## src/rtl/obstacle_pkg.sv

```systemverilog
// obstacle_pkg: shared state encoding and default sizes for the obstacle scroller
package obstacle_pkg;
  typedef enum logic [1:0] {IDLE, RUN, PAUSED, OVER} state_t;
  localparam int WIDTH_DEF = 9;
  localparam int HEIGHT_DEF = 16;
  localparam int PERIOD_W_DEF = 8;
  localparam int SCORE_W_DEF = 10;
endpackage

```

## src/rtl/obstacle_scroller_timer.sv

```systemverilog
// scroll_timer: programmable tick counter that flags when a scroll is due
module scroll_timer #(
  parameter int PERIOD_W = 8
) (
  input  logic                clk,
  input  logic                reset,
  input  logic                clear,
  input  logic                enable,
  input  logic [PERIOD_W-1:0] period,
  output logic                expire
);
  logic [PERIOD_W-1:0] tick_q, tick_d, eff_period;
  always_comb begin
    eff_period = (period == '0) ? PERIOD_W'(1) : period;
    expire = enable && (tick_q >= eff_period - PERIOD_W'(1));
    tick_d = clear ? '0 : enable ? tick_q + PERIOD_W'(1) : tick_q;
  end
  always_ff @(posedge clk) begin
    if (reset) tick_q <= '0;
    else tick_q <= tick_d;
  end
endmodule

```

## src/rtl/obstacle_scroller.sv

```systemverilog
// obstacle_scroller: scrolling obstacle board with collision, score and game-state control
module obstacle_scroller
  import obstacle_pkg::*;
#(
  parameter int WIDTH = WIDTH_DEF,
  parameter int HEIGHT = HEIGHT_DEF,
  parameter int PERIOD_W = PERIOD_W_DEF,
  parameter int SCORE_W = SCORE_W_DEF
) (
  input  logic                clk,
  input  logic                reset,
  input  logic                start,
  input  logic                pause,
  input  logic [PERIOD_W-1:0] period,
  input  logic                row_valid,
  input  logic [WIDTH-1:0]    row_data,
  output logic                row_ready,
  input  logic [WIDTH-1:0]    player_mask,
  output logic [WIDTH-1:0]    obstacle_data [0:HEIGHT-1],
  output logic                shift_pulse,
  output logic [SCORE_W-1:0]  score,
  output logic                game_over,
  output logic [1:0]          state
);
  state_t state_q, state_d;
  logic [WIDTH-1:0] board_q [0:HEIGHT-1];
  logic [WIDTH-1:0] board_d [0:HEIGHT-1];
  logic [SCORE_W-1:0] score_q, score_d;
  logic shift_pulse_q, shift_pulse_d, game_over_q, game_over_d;
  logic run, expire, collision, start_game, shift_en;
  assign run = (state_q == RUN);
  assign collision = run && |(board_q[HEIGHT-1] & player_mask);
  assign start_game = (state_q == IDLE || state_q == OVER) && start;
  assign shift_en = expire && !collision && !pause;
  scroll_timer #(.PERIOD_W(PERIOD_W)) u_timer (
    .clk(clk),
    .reset(reset),
    .clear(start_game || shift_en),
    .enable(run),
    .period(period),
    .expire(expire)
  );
  always_comb begin
    state_d = start_game ? RUN
            : collision ? OVER
            : (run && pause) ? PAUSED
            : (state_q == PAUSED && !pause) ? RUN
            : state_q;
    board_d[0] = start_game ? '0 : shift_en ? (row_valid ? row_data : '0) : board_q[0];
    for (int j = 1; j < HEIGHT; j++)
      board_d[j] = start_game ? '0 : shift_en ? board_q[j-1] : board_q[j];
    score_d = start_game ? '0
            : (shift_en && |board_q[HEIGHT-1] && !(&score_q)) ? score_q + SCORE_W'(1)
            : score_q;
    shift_pulse_d = shift_en;
    game_over_d = (state_d == OVER);
  end
  always_ff @(posedge clk) begin
    if (reset) begin
      state_q <= IDLE;
      board_q <= '{default: '0};
      score_q <= '0;
      shift_pulse_q <= 1'b0;
      game_over_q <= 1'b0;
    end else begin
      state_q <= state_d;
      board_q <= board_d;
      score_q <= score_d;
      shift_pulse_q <= shift_pulse_d;
      game_over_q <= game_over_d;
    end
  end
  assign row_ready = shift_en;
  assign obstacle_data = board_q;
  assign shift_pulse = shift_pulse_q;
  assign score = score_q;
  assign game_over = game_over_q;
  assign state = state_q;
endmodule

```

## config.mk

```make
export PLATFORM = sky130hd
export DESIGN_NAME = obstacle_scroller
export DESIGN_NICKNAME = d
export VERILOG_FILES = /design/src/rtl/obstacle_pkg.sv /design/src/rtl/obstacle_scroller_timer.sv /design/src/rtl/obstacle_scroller.sv
export SDC_FILE = /design/constraint.sdc
export NUM_CORES = 1
export LEC_CHECK = 0
export ABC_AREA = 1
export BUFFER_PORTS_ARGS = -buffer_cell sky130_fd_sc_hd__buf_2
export CORE_UTILIZATION = 50
export CTS_CLUSTER_SIZE = 8
export DETAILED_ROUTE_END_ITERATION = 16
export PLACE_DENSITY = 0.85
export SYNTH_ARGS = -nofsm -noshare
export SYNTH_HDL_FRONTEND = slang
export SYNTH_HIERARCHICAL = 1
export SYNTH_SLANG_ARGS = --single-unit
```

## constraint.sdc

```tcl
create_clock -name clk -period 8.3 [get_ports clk]
set_input_delay 0.83 -clock clk [delete_from_list [all_inputs] [get_ports clk]]
set_output_delay 0.83 -clock clk [all_outputs]
set_load 0.01 [all_outputs]
```

==> flow_summary.yaml <==
global_route:
  grt_first_pass_wirelength_mm: 25.2
  grt_pass1_vias: 5293
  grt-ovfl-total: 0
  grt_antenna_before_repair: 0
  grt_max_degree: 123
  grtUsageTotal_pct: 23.6
worst_hold_path:
  hold_path_end: "obstacle_data[136]"
  min_path_type: "reg -> reg"
  hold_depth: 2
  hp-start: "obstacle_data[136]"
setup_path:
  startpoint_type: "input pin"
  crit_cells: 19
  crit_family: "buffers and inverters"
  critPathMostFrequentCell: "nand2_1"
  path_cells: "buf_2 > inv_1 > nand2_1 > nor2_1 > a21oi_1 > ha_1 > nand3_1 > xor2_1 > inv_1 > ha_1 > nand2_1 > nor2_1 > nand2_1 > a21oi_1 > nand2_1 > inv_1 > nand2_4 > inv_4 > buf_2"
  cpPeakStageDelay_ps: 440
  path_buf_inv: 6
  crit_required_ps: 7470
  cp-end-kind: "output pin"
  slowest_stage: "inv_4"
  worst-setup-path-type: "in -> out"
  r2r_start: "u_timer/tick_q[0]"
  worst_r2r_path_depth: 15
  crit_arrival_ps: 3610
  reg2reg_slack_ps: 5060
  cp_max_fo: 54
  rr_endpoint: "obstacle_data[141]"
sta:
  min_period_ps: 4440
  worstMarginPinSlew_ps: 1100
  max_freq_mhz: 225
  rsz0062_at_grt: "no"
  slew_headroom_pct: 26.8
  maxSlewViolCount: 0
  hold_violations: 0
  final.setup.tns_ps: 0
  fin_skew_ps: 12.6
  finalSetupViolations: 0
  timing.final.crit_share_pct: 53.5
logic_synthesis:
  netlist_top_cells_area: "dfxtp_1 (51%), nor2_1 (18%), o21ai_0 (8.4%)"
  ys_seq_area_share_pct: 50.6
  synth.ff_latch_count: 166
  yosys.area.top_type_share_pct: 50.6
  synth_cell_types: 31
  netlist_instances: 883
  syn-num-nets: 927
  avgSynthCellArea_um2: 7.44
  mappedNetlistArea_um2: 6570
  synth.yosys.warnings: 6
  yosys.area.top_type: "dfxtp_1"
job:
  drv_cap: 0
layout:
  synthToLayoutAreaGrowth_pct: 22.9
  num_antenna_cells: 0
  nNetsFinal: 1090
  drive_gt1_share_pct: 22.6
  utilization_pct: 63.4
  final_common_cell: "nor2_1"
  layout.cells.non_filler: 1231
  final.fill_count: 1180
  stdcell_area_um2: 8070
  mostFrequentLayoutCells: "nor2_1 (321), buf_2 (189), dfxtp_1 (166)"
route:
  firstDrtPassIters: 5
  drcViolationCount: 0
  avgViaCountPerCell: 4.93
  dr.first_iter.drc_count: 462
  drtAntennaViolNets: 0
  dr_total_vias: 6070
  wl_per_cell_um: 13.0
  drt-total-wl_mm: 16.0
power:
  power_leakage_nw: 3.69
  peakVddDrop_mv: 0.156
  powerDensity_nw_per_um2: 205
floorplanning:
  ios: 190
  fp.dieH_um: 117
  core_um2: 12700
  die_w_um: 117
  dieArea_um2: 13600
  start_util_pct: 51.6
  rows: 41
cts:
  cts_tree: "yes"
  cts.sinks: 166
  cts_root_buf: "clkbuf_16"
  cts_buffers: 17
  cts_max_path_buffers: 2
  post_cts_buffers: 0
  htree_levels: 4
  clk_pin_slew_ps: 60
  postCtsHoldBufs: 0
  ctsResizeCount: 0
  worst_skew_pair.late_latency_ps: 410
placed_design:
  hpwl_mm: 10.8
  place.port_buffers: 189
  place_inst: 1199
  place_congestion: 0.840
  place_area_um2: 7500
run_status:
  status: "completed"
==> synthesized netlist by cell type, drive strengths merged <==
cell type	number
nand4	9
nand3	20
nand3b	1
nor2	325
a21oi	18
clkbuf	23
inv	42
o21ai	140
nand2	88
clkinv	1
ha	13
o31ai	1
nor3	3
xor2	3
dfxtp	166
xnor2	1
buf	26
nor3b	2
a21o	1
==> worst max path at each step <==
stage,endpoint,slack [ps],startpoint
finish,row_ready,3860,period[3]
global route,row_ready,3500,period[3]
CTS,row_ready,3830,period[4]
detailed placement,obstacle_data[139],3680,period[4]
global placement,obstacle_data[138],3780,period[4]
floorplan,row_ready,4650,period[4]
==> registers in the layout (all words and copies together) (netlist names) <==
name	count
state	2
obstacle_data	144
game_over	1
u_timer/tick_q	8
shift_pulse	1
score	10
==> layer usage <==
metal | share of wire (%) | track usage [%] | vias up
met5 | 0 | 0 | -
met4 | 0.77 | 5.40 | 0
met3 | 7.3 | 8.61 | 8
met2 | 49 | 39.7 | 155
met1 | 43 | 28.9 | 2775
li1 | - | - | 3132
==> metrics by stage <==
stage	hold slack [ps]	setup slack (ps)	power, mW
5_1_grt	502	3500	1.71
4_1_cts	479	3830	1.66
2_1_floorplan	465	4650	0.882
3_3_place_gp	463	3780	0.905
3_5_place_dp	469	3680	0.906
6_report	477	3860	1.65
==> worst register-to-register path: cells and delay by family (launching register included) <==
| family | cells | cell delay, ps |
|---|---|---|
| buffers and inverters | 4 | 1460 |
| AND/OR/NAND/NOR | 8 | 710 |
| flip-flops | 1 | 390 |
| AO/OA/AOI/OAI | 2 | 330 |
| adder cells (fa/ha/maj) | 1 | 270 |
==> cell families (layout without fill, tap and decap cells) <==
kind of cell | Yosys count | count (layout) | synth area share (%)
AND/OR/NAND/NOR | 448 | 448 | 27.4
flip-flops | 166 | 166 | 50.6
adder cells (fa/ha/maj) | 13 | 13 | 2.48
XOR/XNOR | 4 | 4 | 0.534
AO/OA/AOI/OAI | 160 | 160 | 12.4
buffers and inverters | 92 | 268 | 6.61
==> final cells by class <==
type	instances	area (um^2)	share of cell area, %
clock buffers	20	447	5.53
clock inverters	12	128	1.58
inverters	43	164	2.03
multi-input cells	625	2820	34.9
flip-flops and latches	166	3320	41.2
well taps	172	215	2.67
repair buffers	193	976	12.1
==> power by group <==
part           switching, mW  total, mW  internal (mW)
clock                  0.311      0.763          0.452
combinational         0.0568     0.0873         0.0305
sequential           0.00223      0.801          0.799
total                  0.370       1.65           1.28
Note: power is estimated with default switching activity, not from simulation.
